[config.mk]
export PLATFORM = sky130hd
export DESIGN_NAME = fnd_apb_ctrl_n_flat
export DESIGN_NICKNAME = d
export VERILOG_FILES = /design/src/rtl/fnd_apb_ctrl_n_pkg.sv /design/src/rtl/fnd_apb_ctrl_n_if.sv /design/src/rtl/fnd_apb_ctrl_n_bin2bcd_seq.sv /design/src/rtl/fnd_apb_ctrl_n.sv /design/src/flat_wrapper.sv
export SDC_FILE = /design/constraint.sdc
export NUM_CORES = 1
export LEC_CHECK = 0
export ABC_AREA = 1
export CAP_MARGIN = 20
export CORE_ASPECT_RATIO = 1.4
export CORE_MARGIN = 4
export CORE_UTILIZATION = 45
export CTS_CLUSTER_DIAMETER = 40
export DETAILED_ROUTE_END_ITERATION = 8
export PLACE_DENSITY = 0.66
export SYNTH_ARGS = -nofsm -noshare
export SYNTH_HDL_FRONTEND = slang
export SYNTH_HIERARCHICAL = 1
export SYNTH_SLANG_ARGS = --single-unit
[constraint.sdc]
create_clock -name PCLK -period 3.6 [get_ports PCLK]
set_clock_uncertainty 0.05 [all_clocks]
set_input_delay 0.9 -clock PCLK [delete_from_list [all_inputs] [get_ports PCLK]]
set_output_delay 0.9 -clock PCLK [all_outputs]
set_load 0.005 [all_outputs]
[src/rtl/fnd_apb_ctrl_n_pkg.sv]
// fnd_apb_ctrl_n_pkg: register map, CTRL bit positions, mode/converter enums and 7-segment LUT
package fnd_apb_ctrl_n_pkg;
  localparam logic [1:0] REG_CTRL   = 2'd0;
  localparam logic [1:0] REG_VALUE  = 2'd1;
  localparam logic [1:0] REG_DP     = 2'd2;
  localparam logic [1:0] REG_STATUS = 2'd3;
  localparam int CTRL_EN    = 0;
  localparam int CTRL_MODE  = 1;
  localparam int CTRL_BLINK = 2;
  localparam int CTRL_LZ    = 3;
  typedef enum logic {MODE_DEC = 1'b0, MODE_HEX = 1'b1} mode_e;
  typedef enum logic [1:0] {IDLE = 2'd0, SHIFT = 2'd1, DONE = 2'd2} conv_state_e;
  // active-low {g,f,e,d,c,b,a}
  function automatic logic [6:0] seg7(input logic [3:0] v);
    case (v)
      4'h0: seg7 = 7'h40;
      4'h1: seg7 = 7'h79;
      4'h2: seg7 = 7'h24;
      4'h3: seg7 = 7'h30;
      4'h4: seg7 = 7'h19;
      4'h5: seg7 = 7'h12;
      4'h6: seg7 = 7'h02;
      4'h7: seg7 = 7'h78;
      4'h8: seg7 = 7'h00;
      4'h9: seg7 = 7'h10;
      4'hA: seg7 = 7'h08;
      4'hB: seg7 = 7'h03;
      4'hC: seg7 = 7'h46;
      4'hD: seg7 = 7'h21;
      4'hE: seg7 = 7'h06;
      default: seg7 = 7'h0E;
    endcase
  endfunction
endpackage

[src/rtl/fnd_apb_ctrl_n_if.sv]
// fnd_apb_ctrl_n_if: APB3 bus signals seen by the FND peripheral
interface fnd_apb_ctrl_n_if;
  logic [3:0]  PADDR;
  logic        PWRITE;
  logic        PENABLE;
  logic        PSEL;
  logic [31:0] PWDATA;
  logic [31:0] PRDATA;
  logic        PREADY;
  modport master(output PADDR, PWRITE, PENABLE, PSEL, PWDATA, input PRDATA, PREADY);
  modport slave(input PADDR, PWRITE, PENABLE, PSEL, PWDATA, output PRDATA, PREADY);
endinterface

[src/rtl/fnd_apb_ctrl_n_bin2bcd_seq.sv]
// fnd_apb_ctrl_n_bin2bcd_seq: one-shift-per-cycle double-dabble, keeps only the low NUM_DIGITS BCD digits
module fnd_apb_ctrl_n_bin2bcd_seq
  import fnd_apb_ctrl_n_pkg::*;
#(
  parameter int NUM_DIGITS = 4
) (
  input  logic                    PCLK,
  input  logic                    PRESET,
  input  logic                    i_start,
  input  logic                    i_abort,
  input  logic [4*NUM_DIGITS-1:0] i_bin,
  output logic                    o_busy,
  output logic                    o_done,
  output logic [4*NUM_DIGITS-1:0] o_bcd
);
  localparam int W  = 4 * NUM_DIGITS;
  localparam int CW = $clog2(W);
  conv_state_e    r_state;
  logic [CW-1:0]  r_cnt;
  logic [W-1:0]   r_sr;
  logic [W-1:0]   r_bcd;
  logic [W-1:0]   w_adj;
  // carries out of the top digit are dropped, which yields the value mod 10^NUM_DIGITS
  always_comb begin
    w_adj = r_bcd;
    for (int d = 0; d < NUM_DIGITS; d++)
      if (r_bcd[4*d +: 4] >= 4'd5) w_adj[4*d +: 4] = r_bcd[4*d +: 4] + 4'd3;
  end
  always_ff @(posedge PCLK or posedge PRESET) begin
    if (PRESET) begin
      r_state <= IDLE;
      r_cnt   <= '0;
      r_sr    <= '0;
      r_bcd   <= '0;
    end else if (i_start) begin
      r_state <= SHIFT;
      r_cnt   <= '0;
      r_sr    <= i_bin;
      r_bcd   <= '0;
    end else if (i_abort) begin
      r_state <= IDLE;
    end else if (r_state == SHIFT) begin
      r_bcd   <= {w_adj[W-2:0], r_sr[W-1]};
      r_sr    <= r_sr << 1;
      r_cnt   <= r_cnt + 1'b1;
      r_state <= r_cnt == CW'(W - 1) ? DONE : SHIFT;
    end else if (r_state == DONE) begin
      r_state <= IDLE;
    end
  end
  assign o_busy = r_state == SHIFT;
  assign o_done = r_state == DONE;
  assign o_bcd  = r_bcd;
endmodule

[src/rtl/fnd_apb_ctrl_n.sv]
// fnd_apb_ctrl_n: APB3 multiplexed seven-segment display controller with decimal/hex modes, DP, blink and blanking
module fnd_apb_ctrl_n
  import fnd_apb_ctrl_n_pkg::*;
#(
  parameter int NUM_DIGITS = 4,
  parameter int SCAN_DIV   = 100_000,
  parameter int BLINK_DIV  = 500
) (
  input  logic                  PCLK,
  input  logic                  PRESET,
  fnd_apb_ctrl_n_if.slave       apb,
  output logic [7:0]            fnd_data,
  output logic [NUM_DIGITS-1:0] fnd_com
);
  localparam int W  = 4 * NUM_DIGITS;
  localparam int IW = NUM_DIGITS > 1 ? $clog2(NUM_DIGITS) : 1;
  localparam int SW = $clog2(SCAN_DIV);
  localparam int BW = BLINK_DIV > 1 ? $clog2(BLINK_DIV) : 1;
  logic                  r_pready;
  logic [31:0]           r_prdata;
  logic [3:0]            r_ctrl;
  logic [W-1:0]          r_value;
  logic [NUM_DIGITS-1:0] r_dp;
  logic [W-1:0]          r_dig;
  logic [SW-1:0]         r_pre;
  logic [IW-1:0]         r_idx;
  logic [BW-1:0]         r_bcnt;
  logic                  r_phase;
  logic [7:0]            r_data;
  logic [NUM_DIGITS-1:0] r_com;
  logic [1:0]            w_addr;
  logic                  w_acc, w_wr_ctrl, w_wr_val, w_wr_dp;
  logic                  w_start, w_abort, w_busy, w_done;
  logic [W-1:0]          w_bcd;
  logic [31:0]           w_rdata;
  logic                  w_tick, w_blink_end;
  logic [3:0]            w_dig;
  logic                  w_dp, w_blk, w_run;
  logic [6:0]            w_seg;
  mode_e                 w_mode, w_new_mode;
  logic                  w_unused;
  assign w_addr      = apb.PADDR[3:2];
  assign w_acc       = apb.PSEL && apb.PENABLE && !r_pready;
  assign w_wr_ctrl   = w_acc && apb.PWRITE && w_addr == REG_CTRL;
  assign w_wr_val    = w_acc && apb.PWRITE && w_addr == REG_VALUE;
  assign w_wr_dp     = w_acc && apb.PWRITE && w_addr == REG_DP;
  assign w_mode      = mode_e'(r_ctrl[CTRL_MODE]);
  assign w_new_mode  = mode_e'(apb.PWDATA[CTRL_MODE]);
  // a hex-mode VALUE write or a switch into hex cancels any conversion still in flight
  assign w_start     = (w_wr_val && w_mode == MODE_DEC) || (w_wr_ctrl && w_new_mode == MODE_DEC);
  assign w_abort     = (w_wr_val && w_mode == MODE_HEX) || (w_wr_ctrl && w_new_mode == MODE_HEX);
  assign w_rdata     = w_addr == REG_CTRL  ? {28'd0, r_ctrl} :
                       w_addr == REG_VALUE ? 32'(r_value) :
                       w_addr == REG_DP    ? 32'(r_dp) :
                       {24'd0, 4'(NUM_DIGITS), 3'd0, w_busy};
  assign w_unused    = &{1'b0, apb.PADDR[1:0], apb.PWDATA};
  fnd_apb_ctrl_n_bin2bcd_seq #(.NUM_DIGITS(NUM_DIGITS)) u_conv (
    .PCLK    (PCLK),
    .PRESET  (PRESET),
    .i_start (w_start),
    .i_abort (w_abort),
    .i_bin   (w_wr_val ? apb.PWDATA[W-1:0] : r_value),
    .o_busy  (w_busy),
    .o_done  (w_done),
    .o_bcd   (w_bcd)
  );
  always_ff @(posedge PCLK or posedge PRESET) begin
    if (PRESET) begin
      r_pready <= 1'b0;
      r_prdata <= '0;
      r_ctrl   <= '0;
      r_value  <= '0;
      r_dp     <= '0;
      r_dig    <= '0;
    end else begin
      r_pready <= w_acc;
      if (w_acc && !apb.PWRITE) r_prdata <= w_rdata;
      if (w_wr_ctrl) r_ctrl <= apb.PWDATA[3:0];
      if (w_wr_val) r_value <= apb.PWDATA[W-1:0];
      if (w_wr_dp) r_dp <= apb.PWDATA[NUM_DIGITS-1:0];
      if (w_wr_val && w_mode == MODE_HEX) r_dig <= apb.PWDATA[W-1:0];
      else if (w_done) r_dig <= w_bcd;
    end
  end
  assign w_tick      = r_pre == SW'(SCAN_DIV - 1);
  assign w_blink_end = r_bcnt == BW'(BLINK_DIV - 1);
  // w_run stays set while every digit from the top down to k is zero; digit 0 never qualifies
  always_comb begin
    w_dig = '0;
    w_dp  = 1'b0;
    w_blk = 1'b0;
    w_run = 1'b1;
    for (int k = NUM_DIGITS - 1; k >= 0; k--) begin
      w_run = w_run && k != 0 && r_dig[4*k +: 4] == 4'd0;
      if (r_idx == IW'(k)) begin
        w_dig = r_dig[4*k +: 4];
        w_dp  = r_dp[k];
        w_blk = w_run;
      end
    end
  end
  assign w_seg = (w_blk && r_ctrl[CTRL_LZ] && w_mode == MODE_DEC) ? 7'h7F : seg7(w_dig);
  always_ff @(posedge PCLK or posedge PRESET) begin
    if (PRESET) begin
      r_pre   <= '0;
      r_idx   <= '0;
      r_bcnt  <= '0;
      r_phase <= 1'b1;
      r_data  <= 8'hFF;
      r_com   <= '1;
    end else begin
      r_pre <= w_tick ? '0 : r_pre + 1'b1;
      if (w_tick) r_idx <= r_idx == IW'(NUM_DIGITS - 1) ? '0 : r_idx + 1'b1;
      if (!r_ctrl[CTRL_BLINK]) begin
        r_bcnt  <= '0;
        r_phase <= 1'b1;
      end else if (w_tick) begin
        r_bcnt  <= w_blink_end ? '0 : r_bcnt + 1'b1;
        r_phase <= w_blink_end ? !r_phase : r_phase;
      end
      r_data <= r_ctrl[CTRL_EN] ? {~w_dp, w_seg} : 8'hFF;
      r_com  <= (r_ctrl[CTRL_EN] && r_phase) ? ~(NUM_DIGITS'(1) << r_idx) : '1;
    end
  end
  assign apb.PREADY = r_pready;
  assign apb.PRDATA = r_prdata;
  assign fnd_data   = r_data;
  assign fnd_com    = r_com;
endmodule

[src/flat_wrapper.sv]
// flat-port wrapper written by rule: the top's interface ports become plain ports
module fnd_apb_ctrl_n_flat import fnd_apb_ctrl_n_pkg::*;
#(
  parameter int NUM_DIGITS = 4,
  parameter int SCAN_DIV   = 100_000,
  parameter int BLINK_DIV  = 500
)
  (PCLK, PRESET, fnd_data, fnd_com, apb_PADDR, apb_PWRITE, apb_PENABLE, apb_PSEL, apb_PWDATA, apb_PRDATA, apb_PREADY);
  fnd_apb_ctrl_n_if apb_i ();
  input  logic PCLK;
  input  logic PRESET;
  output logic [7:0] fnd_data;
  output logic [NUM_DIGITS-1:0] fnd_com;
  input wire logic [$bits(apb_i.PADDR)-1:0] apb_PADDR;
  input wire logic [$bits(apb_i.PWRITE)-1:0] apb_PWRITE;
  input wire logic [$bits(apb_i.PENABLE)-1:0] apb_PENABLE;
  input wire logic [$bits(apb_i.PSEL)-1:0] apb_PSEL;
  input wire logic [$bits(apb_i.PWDATA)-1:0] apb_PWDATA;
  output wire logic [$bits(apb_i.PRDATA)-1:0] apb_PRDATA;
  output wire logic [$bits(apb_i.PREADY)-1:0] apb_PREADY;
  assign apb_i.PADDR = apb_PADDR;
  assign apb_i.PWRITE = apb_PWRITE;
  assign apb_i.PENABLE = apb_PENABLE;
  assign apb_i.PSEL = apb_PSEL;
  assign apb_i.PWDATA = apb_PWDATA;
  assign apb_PRDATA = apb_i.PRDATA;
  assign apb_PREADY = apb_i.PREADY;
  fnd_apb_ctrl_n #(.NUM_DIGITS(NUM_DIGITS), .SCAN_DIV(SCAN_DIV), .BLINK_DIV(BLINK_DIV)) u_core (.PCLK(PCLK), .PRESET(PRESET), .apb(apb_i), .fnd_data(fnd_data), .fnd_com(fnd_com));
endmodule
==> results of run 1 <==
-- worst paths after layout --
path,endpoint,start
min in group asynchronous,u_core/r_value[12],PRESET
max in group asynchronous,u_core/u_conv/r_state[1],PRESET
hold reg to reg,u_core/r_pre[0],u_core/r_pre[0]
setup / recovery,u_core/u_conv/o_bcd[12],apb_PADDR[2]
hold / removal,u_core/r_pre[0],u_core/r_pre[0]
setup reg to reg,u_core/fnd_data[3],u_core/r_idx[0]
-- cell type report --
class / count / area [sq um]
multi-input cells: 650 / 3210
inverters: 102 / 388
clock buffers: 18 / 439
well taps: 196 / 245
clock inverters: 13 / 148
repair buffers: 63 / 638
flip-flops and latches: 136 / 3420
fillers: 1523 / 7250
-- state kept, by name, summed over array words and instances (netlist names) --
name,count
u_core/r_bcnt,9
u_core/r_dig,16
u_core/fnd_com,4
u_core/r_idx,2
u_core/apb.PREADY,1
u_core/u_conv/r_sr,16
u_core/r_pre,17
u_core/r_phase,1
u_core/u_conv/r_cnt,4
u_core/apb.PRDATA,16
u_core/fnd_data,8
u_core/u_conv/o_bcd,16
u_core/u_conv/r_state,2
u_core/r_ctrl,4
u_core/r_dp,4
u_core/r_value,16
-- critical path, cell delays in order --
cell             delay (ns)
clkdlybuf4s50_1        0.51
nand2_1                0.13
inv_2                  0.13
nand2_4                0.14
nor2_8                 0.04
inv_2                  0.05
o21ai_0                0.19
inv_2                  0.12
nand2_2                0.08
nor2_4                 0.60
nand2_1                0.13
o21bai_1               0.15
-- routing by layer --
layer | routed length [um] | track usage | share of wire | up-vias
li1 | - | - | - | 3034
met1 | 7140 | 0.244 | 0.42 | 2868
met2 | 8740 | 0.342 | 0.52 | 124
met3 | 635 | 0.0411 | 0.038 | 28
met4 | 332 | 0.0705 | 0.020 | 0
met5 | 0 | 0 | 0 | -
-- power groups by stage --
stage | Sequential [uW] | Clock (uW) | Combinational, uW
3_5_place_dp | 2220 | 0 | 1460
6_report | 2200 | 1720 | 1450
5_1_grt | 2250 | 1830 | 1680
3_3_place_gp | 2220 | 0 | 1430
2_1_floorplan | 2130 | 0 | 1110
4_1_cts | 2200 | 1750 | 1470
-- cell usage after synthesis (all sizes together) (2+ instances only) --
cell type	n
nor3	11
buf	38
o22ai	7
ha	24
xor2	9
dfstp	13
nand3	129
or2	2
inv	102
o211ai	10
nor2	64
clkbuf	8
a41oi	3
a21oi	18
nand4	15
o21bai	4
dfrtp	123
nand2	292
o21ai	40
-- cells in the final DEF (no fill, tap or decap), types with 3 or more instances in the layout --
cell type / count
inv_2: 6
ha_1: 24
dfrtp_1: 123
xor2_1: 9
nand2_1: 287
o21ai_0: 38
o22ai_1: 7
o21bai_1: 4
nand2_2: 3
clkinv_4: 6
conb_1: 16
clkbuf_16: 17
nor2_4: 4
nor2_1: 57
a41oi_1: 3
buf_12: 3
clkdlybuf4s50_1: 51
dfstp_2: 13
nand3_1: 129
buf_4: 9
a21oi_1: 17
nand4_1: 15
nor3_1: 9
inv_1: 94
o211ai_1: 8
-- kinds of logic (layout without fill, tap and decap cells) --
| family | Yosys count | after routing | synth area share |
|---|---|---|---|
| AOI/OAI and AO/OA | 83 | 83 | 0.0696 |
| DFF | 136 | 136 | 0.471 |
| and+or+nand+nor | 517 | 517 | 0.311 |
| other | 1 | 16 | 0.000516 |
| xor gates and xnor gates | 10 | 10 | 0.0121 |
| adders and majority gates | 24 | 24 | 0.0413 |
| buffers and inverters | 148 | 196 | 0.0951 |
-- stage by stage --
stage / hold WS (ns) / instances / util / power [uW] / cell area [sq um]
floorplan: 0.380 / 934 / - / 3240 / 7320
global placement: 0.406 / 1147 / 0.502 / 3650 / 7910
detailed placement: 0.411 / 1147 / 0.502 / 3680 / 7910
CTS: 0.418 / 1178 / 0.539 / 5420 / 8490
global route: 0.437 / 1178 / 0.539 / 5760 / 8490
finish: 0.418 / 1178 / 0.539 / 5370 / 8490
==> out/results.txt, run 1 <==
status -> finished, final reports clean
Initial DRC Count -> 363
required time worst endpoint -> 3.90 ns
Post-synth EDFFs -> 0
Syn Std Cell Area -> 7260 sq um
worst skew pair latency -> 0.42 ns
Worst Tran Pin Value -> 0.768 ns
Flop pwr share -> 0.410
synth unique cells -> 43
DRT antenna net count -> 0
number of I/O pins -> 86
Starting Density -> 0.461
Comb power frac -> 0.271
Critical Path Fanout Max -> 30
vias per std cell -> 5.14
max_cap viols -> 0
hold depth -> 1
Port Buf Inserts -> 51
Num CTS Buffers -> 17
dpl hpwl -> 12.2 mm
syn avg cell area -> 7.90 sq um
post-synth top area share -> 0.424
CTS Root Cell -> clkbuf_16
drc violations -> 0
vias in the first global route -> 5928
fin crit share -> 0.800
min-delay worst type -> reg2reg
critical path arrival -> 3.18 ns
#FFs+latches synth -> 136
Worst setup SP type -> input pin
largest net degree at the start of global routing -> 48
final hold vios -> 0
first-pass GRT wire length -> 28.6 mm
pre-CTS setup slack -> 0.286 ns
setup ws final -> 0.722 ns
Most used DFF post-synth -> dfrtp_1
Sw Ratio -> 0.342
asr flop ratio synth -> 1.00
final setup fails -> 0
layout cells sized above 1 -> 0.0845
Via Count -> 6054
setup TNS -> 0 ns
top cells by area, synth -> dfrtp_1 (42%), nand2_1 (15%), nand3_1 (8.9%)
Slew Limit Headroom -> 0.486
# nets final -> 1035
Post-Syn Instances -> 919
clock transition at the registers of the reported paths -> 0.06 ns
Int Pwr -> 3530 uW
post-synthesis sequential area ratio -> 0.471
CTS Hold Bufs -> 0
WS Path Type -> in2reg
initial antenna violation count -> 0
grt total ovfl -> 0
GPL Wtd Cong -> 0.874
Peak VDD IR -> 0.444 mV
LEAKAGE -> 0.00416 uW
FF-to-FF path depth -> 11
Die Height -> 158 um
Pins Over Slew Limit -> 0
clock share of power -> 0.320
largest area contributor in the netlist -> dfrtp_1
clock sinks -> 136
setup bufs post-CTS -> 0
H-tree depth -> 4
min Tclk post-route -> 2.88 ns
Routed Wire Length -> 16.8 mm
n_diodes -> 0
Synth-to-Final Area Change -> 16.9%
P_sw -> 1840 uW
Total Routing Usage GR -> 0.198
Core Rows -> 54
RSZ-0062 raised after global routing -> no
PD cells -> 633 nW/um^2
f_max -> 347 MHz
CTS max path bufs -> 2
Detailed Routing Iterations Pass 1 -> 8
TritonCTS clock tree -> yes
YS warnings -> 6
die width -> 115 um
post_cts resized -> 0
reg2reg setup slack -> 1.27 ns
DR WL/cell -> 14.3 um
core area -> 15700 sq um
critical path endpoint category -> register
die area -> 18300 sq um
Note: power is estimated with default switching activity, not from simulation.
==> run 2, diff against run 1 <==
- clock period: 3.6 -> 2.47 ns (I/O delays scaled with it)
==> run 2 against run 1 <==
First-iteration DRC count down 4.4%. Hold slack about the same. Clock power up 42%. Register-to-register slack worse by 1.0 ns. Setup slack worse by 0.50 ns. Die area unchanged. Final cell count up 2.3%. Highest routed layer unchanged.
==> out/results.txt, run 2 (synthesis gave the netlist of run 1 again) <==
critical path arrival -> 2.50 ns (was 3.18 ns)
reg2reg setup slack -> 0.27 ns (was 1.27 ns)
RSZ-0062 raised after global routing -> no (unchanged)
Initial DRC Count -> 347 (was 363)
DR WL/cell -> 14.5 um (was 14.3 um)
Pins Over Slew Limit -> 0 (unchanged)
H-tree depth -> 4 (unchanged)
WS Path Type -> in2reg (unchanged)
setup bufs post-CTS -> 0 (unchanged)
# nets final -> 1061 (was 1035)
CP delay by family, top -> buffers and inverters (was simple AND/OR/NAND/NOR gates)
CP Cell Sequence -> clkdlybuf4s50_1, inv_1, nor3_4, nand2_4, buf_4, o22ai_1, buf_4, buf_4, nor2_4, buf_4, nand2_1, o211ai_1 (was clkdlybuf4s50_1, nand2_1, inv_2, nand2_4, nor2_8, inv_2, o21ai_0, inv_2, nand2_2, nor2_4, nand2_1, o21bai_1)
die area -> 18300 sq um (unchanged)
vias per std cell -> 5.15 (was 5.14)
min-delay src -> u_core/r_pre[0] (unchanged)
Detailed Routing Iterations Pass 1 -> 5 (was 8)
min Tclk post-route -> 2.25 ns
drc violations -> 0 (unchanged)
Peak VDD IR -> 0.514 mV (was 0.444 mV)
required time worst endpoint -> 2.72 ns (was 3.90 ns)
layout cells sized above 1 -> 0.108 (was 0.0845)
setup TNS -> 0 ns (unchanged)
Via Count -> 6202 (was 6054)
TritonCTS clock tree -> yes (unchanged)
number of I/O pins -> 86 (unchanged)
FF-to-FF path depth -> 12 (was 11)
Critical Path Fanout Max -> 8 (was 30)
Reg2Reg Capture Point -> u_core/fnd_data[1] (was u_core/fnd_data[3])
fin crit share -> 0.910
final setup fails -> 0 (unchanged)
Num CTS Buffers -> 17 (unchanged)
PD cells -> 907 nW/um^2 (was 633 nW/um^2)
n_diodes -> 0 (unchanged)
Port Buf Inserts -> 51 (unchanged)
clock transition at the registers of the reported paths -> 0.06 ns (about the same)
LEAKAGE -> 0.00427 uW (was 0.00416 uW)
Biggest register -> u_core/r_pre (unchanged)
Worst R2R Start -> u_core/r_idx[0] (unchanged)
DRT antenna net count -> 0 (unchanged)
most common cell after layout, fill and taps aside -> nand2_1 (unchanged)
final hold vios -> 0 (unchanged)
Slew Limit Headroom -> 0.637 (was 0.486)
Die Height -> 158 um (unchanged)
biggest cell delay along the critical path -> 0.48 ns (was 0.60 ns)
Bufs and invs on worst path -> 6 (was 4)
core area -> 15700 sq um (unchanged)
CTS max path bufs -> 2 (unchanged)
first-pass GRT wire length -> 29.1 mm (was 28.6 mm)
Core Rows -> 54 (unchanged)
Hold WS -> 0.418 ns (about the same)
min-delay worst type -> reg2reg (unchanged)
Routed Wire Length -> 17.4 mm (was 16.8 mm)
GPL Wtd Cong -> 0.890 (was 0.874)
CTS Root Cell -> clkbuf_16 (unchanged)
CP Launch Point -> apb_PWRITE (was apb_PADDR[2])
status -> finished, final reports clean (unchanged)
grt total ovfl -> 0 (unchanged)
die width -> 115 um (unchanged)
initial antenna violation count -> 0 (unchanged)
Worst setup SP type -> input pin (unchanged)
critical path endpoint category -> register (unchanged)
vias in the first global route -> 6078 (was 5928)
most frequent cells in the layout -> nand2_1 (287), nand3_1 (129), dfrtp_1 (123) (unchanged)
Synth-to-Final Area Change -> 19.7% (was 16.9%)
max_cap viols -> 0 (unchanged)
Most common cell on crit path -> buf_4 (was inv_2)
clock sinks -> 136 (unchanged)
slowest CP cell -> clkdlybuf4s50_1 (was nor2_4)
f_max -> 445 MHz
hold depth -> 1 (unchanged)
Total Routing Usage GR -> 0.202 (was 0.198)
dpl hpwl -> 12.5 mm (was 12.2 mm)
hold endpoint -> u_core/r_pre[0] (unchanged)
Worst Tran Pin Value -> 0.545 ns (was 0.768 ns)
Starting Density -> 0.461 (unchanged)
worst skew pair latency -> 0.43 ns (was 0.42 ns)
largest net degree at the start of global routing -> 99 (was 48)
max reg flops -> 17 (unchanged)
## run 2: changes by cell type in the layout (fill, tap and decap cells not counted), moves of 3 or more
cell	previous run	this run
clkinvlp_4	1	4
buf_4	9	33
clkinv_4	6	2
inv_6	2	6
## run 2: final cells by class
class,instances,area (sq um)
multi-input cells,651,3230
clock inverters,14,139
fillers,1472,7050
repair buffers,88,838
well taps,196,245
inverters,102,389
flip-flops and latches,136,3420
clock buffers,18,429
## run 2: stage by stage
step,total power (uW),instance area [sq um],utilization,setup slack [ns],instances
after CTS,7910,8670,0.551,0.0730,1204
after detailed placement,5440,8110,0.515,-0.353,1172
after floorplan,4720,7320,-,0.260,934
final,7880,8690,0.552,0.222,1205
after global placement,5380,8110,0.515,-0.341,1172
after global routing,8450,8690,0.552,0.0394,1205
## run 2: metal layers
metal  GRT usage  routed length, um  part of all wire
met5           0                  0                 0
met3      0.0475                625             0.036
met4      0.0828                499             0.029
met2       0.352               8980              0.52
met1       0.240               7320              0.42
## run 2: power by group
| part | internal, uW | switching (uW) |
|---|---|---|
| clock network | 1410 | 1040 |
| registers | 2780 | 434 |
| logic | 922 | 1300 |
## run 2: repair_timing
item | 4_1_cts | 5_1_grt
hold buffers | 0 | 0
resized for setup | 0 | 2
endpoints found under the setup margin | 0 | 31
## run 2: how the worst max path moves through the flow
stage | endpoint | slack, ns | cells past startpoint
after floorplan | u_core/u_conv/r_cnt[3] | 0.26 | 13
after global placement | u_core/u_conv/o_bcd[8] | -0.34 | 14
after detailed placement | u_core/u_conv/o_bcd[8] | -0.35 | 14
after CTS | u_core/u_conv/o_bcd[12] | 0.07 | 14
after global routing | u_core/fnd_data[3] | 0.04 | 13
final | u_core/u_conv/r_sr[6] | 0.22 | 12
## run 2: worst register-to-register path, stage by stage, from the launching register on
cell and delay [ns]:
dfrtp_1 0.42, inv_1 0.10, ha_1 0.32, inv_1 0.17, nand2_1 0.10, nand3_1 0.06
nand2_1 0.07, nand2_1 0.16, ha_1 0.34, nand3_1 0.11, nor2_1 0.05, nor2_1 0.12
nand2_1 0.06
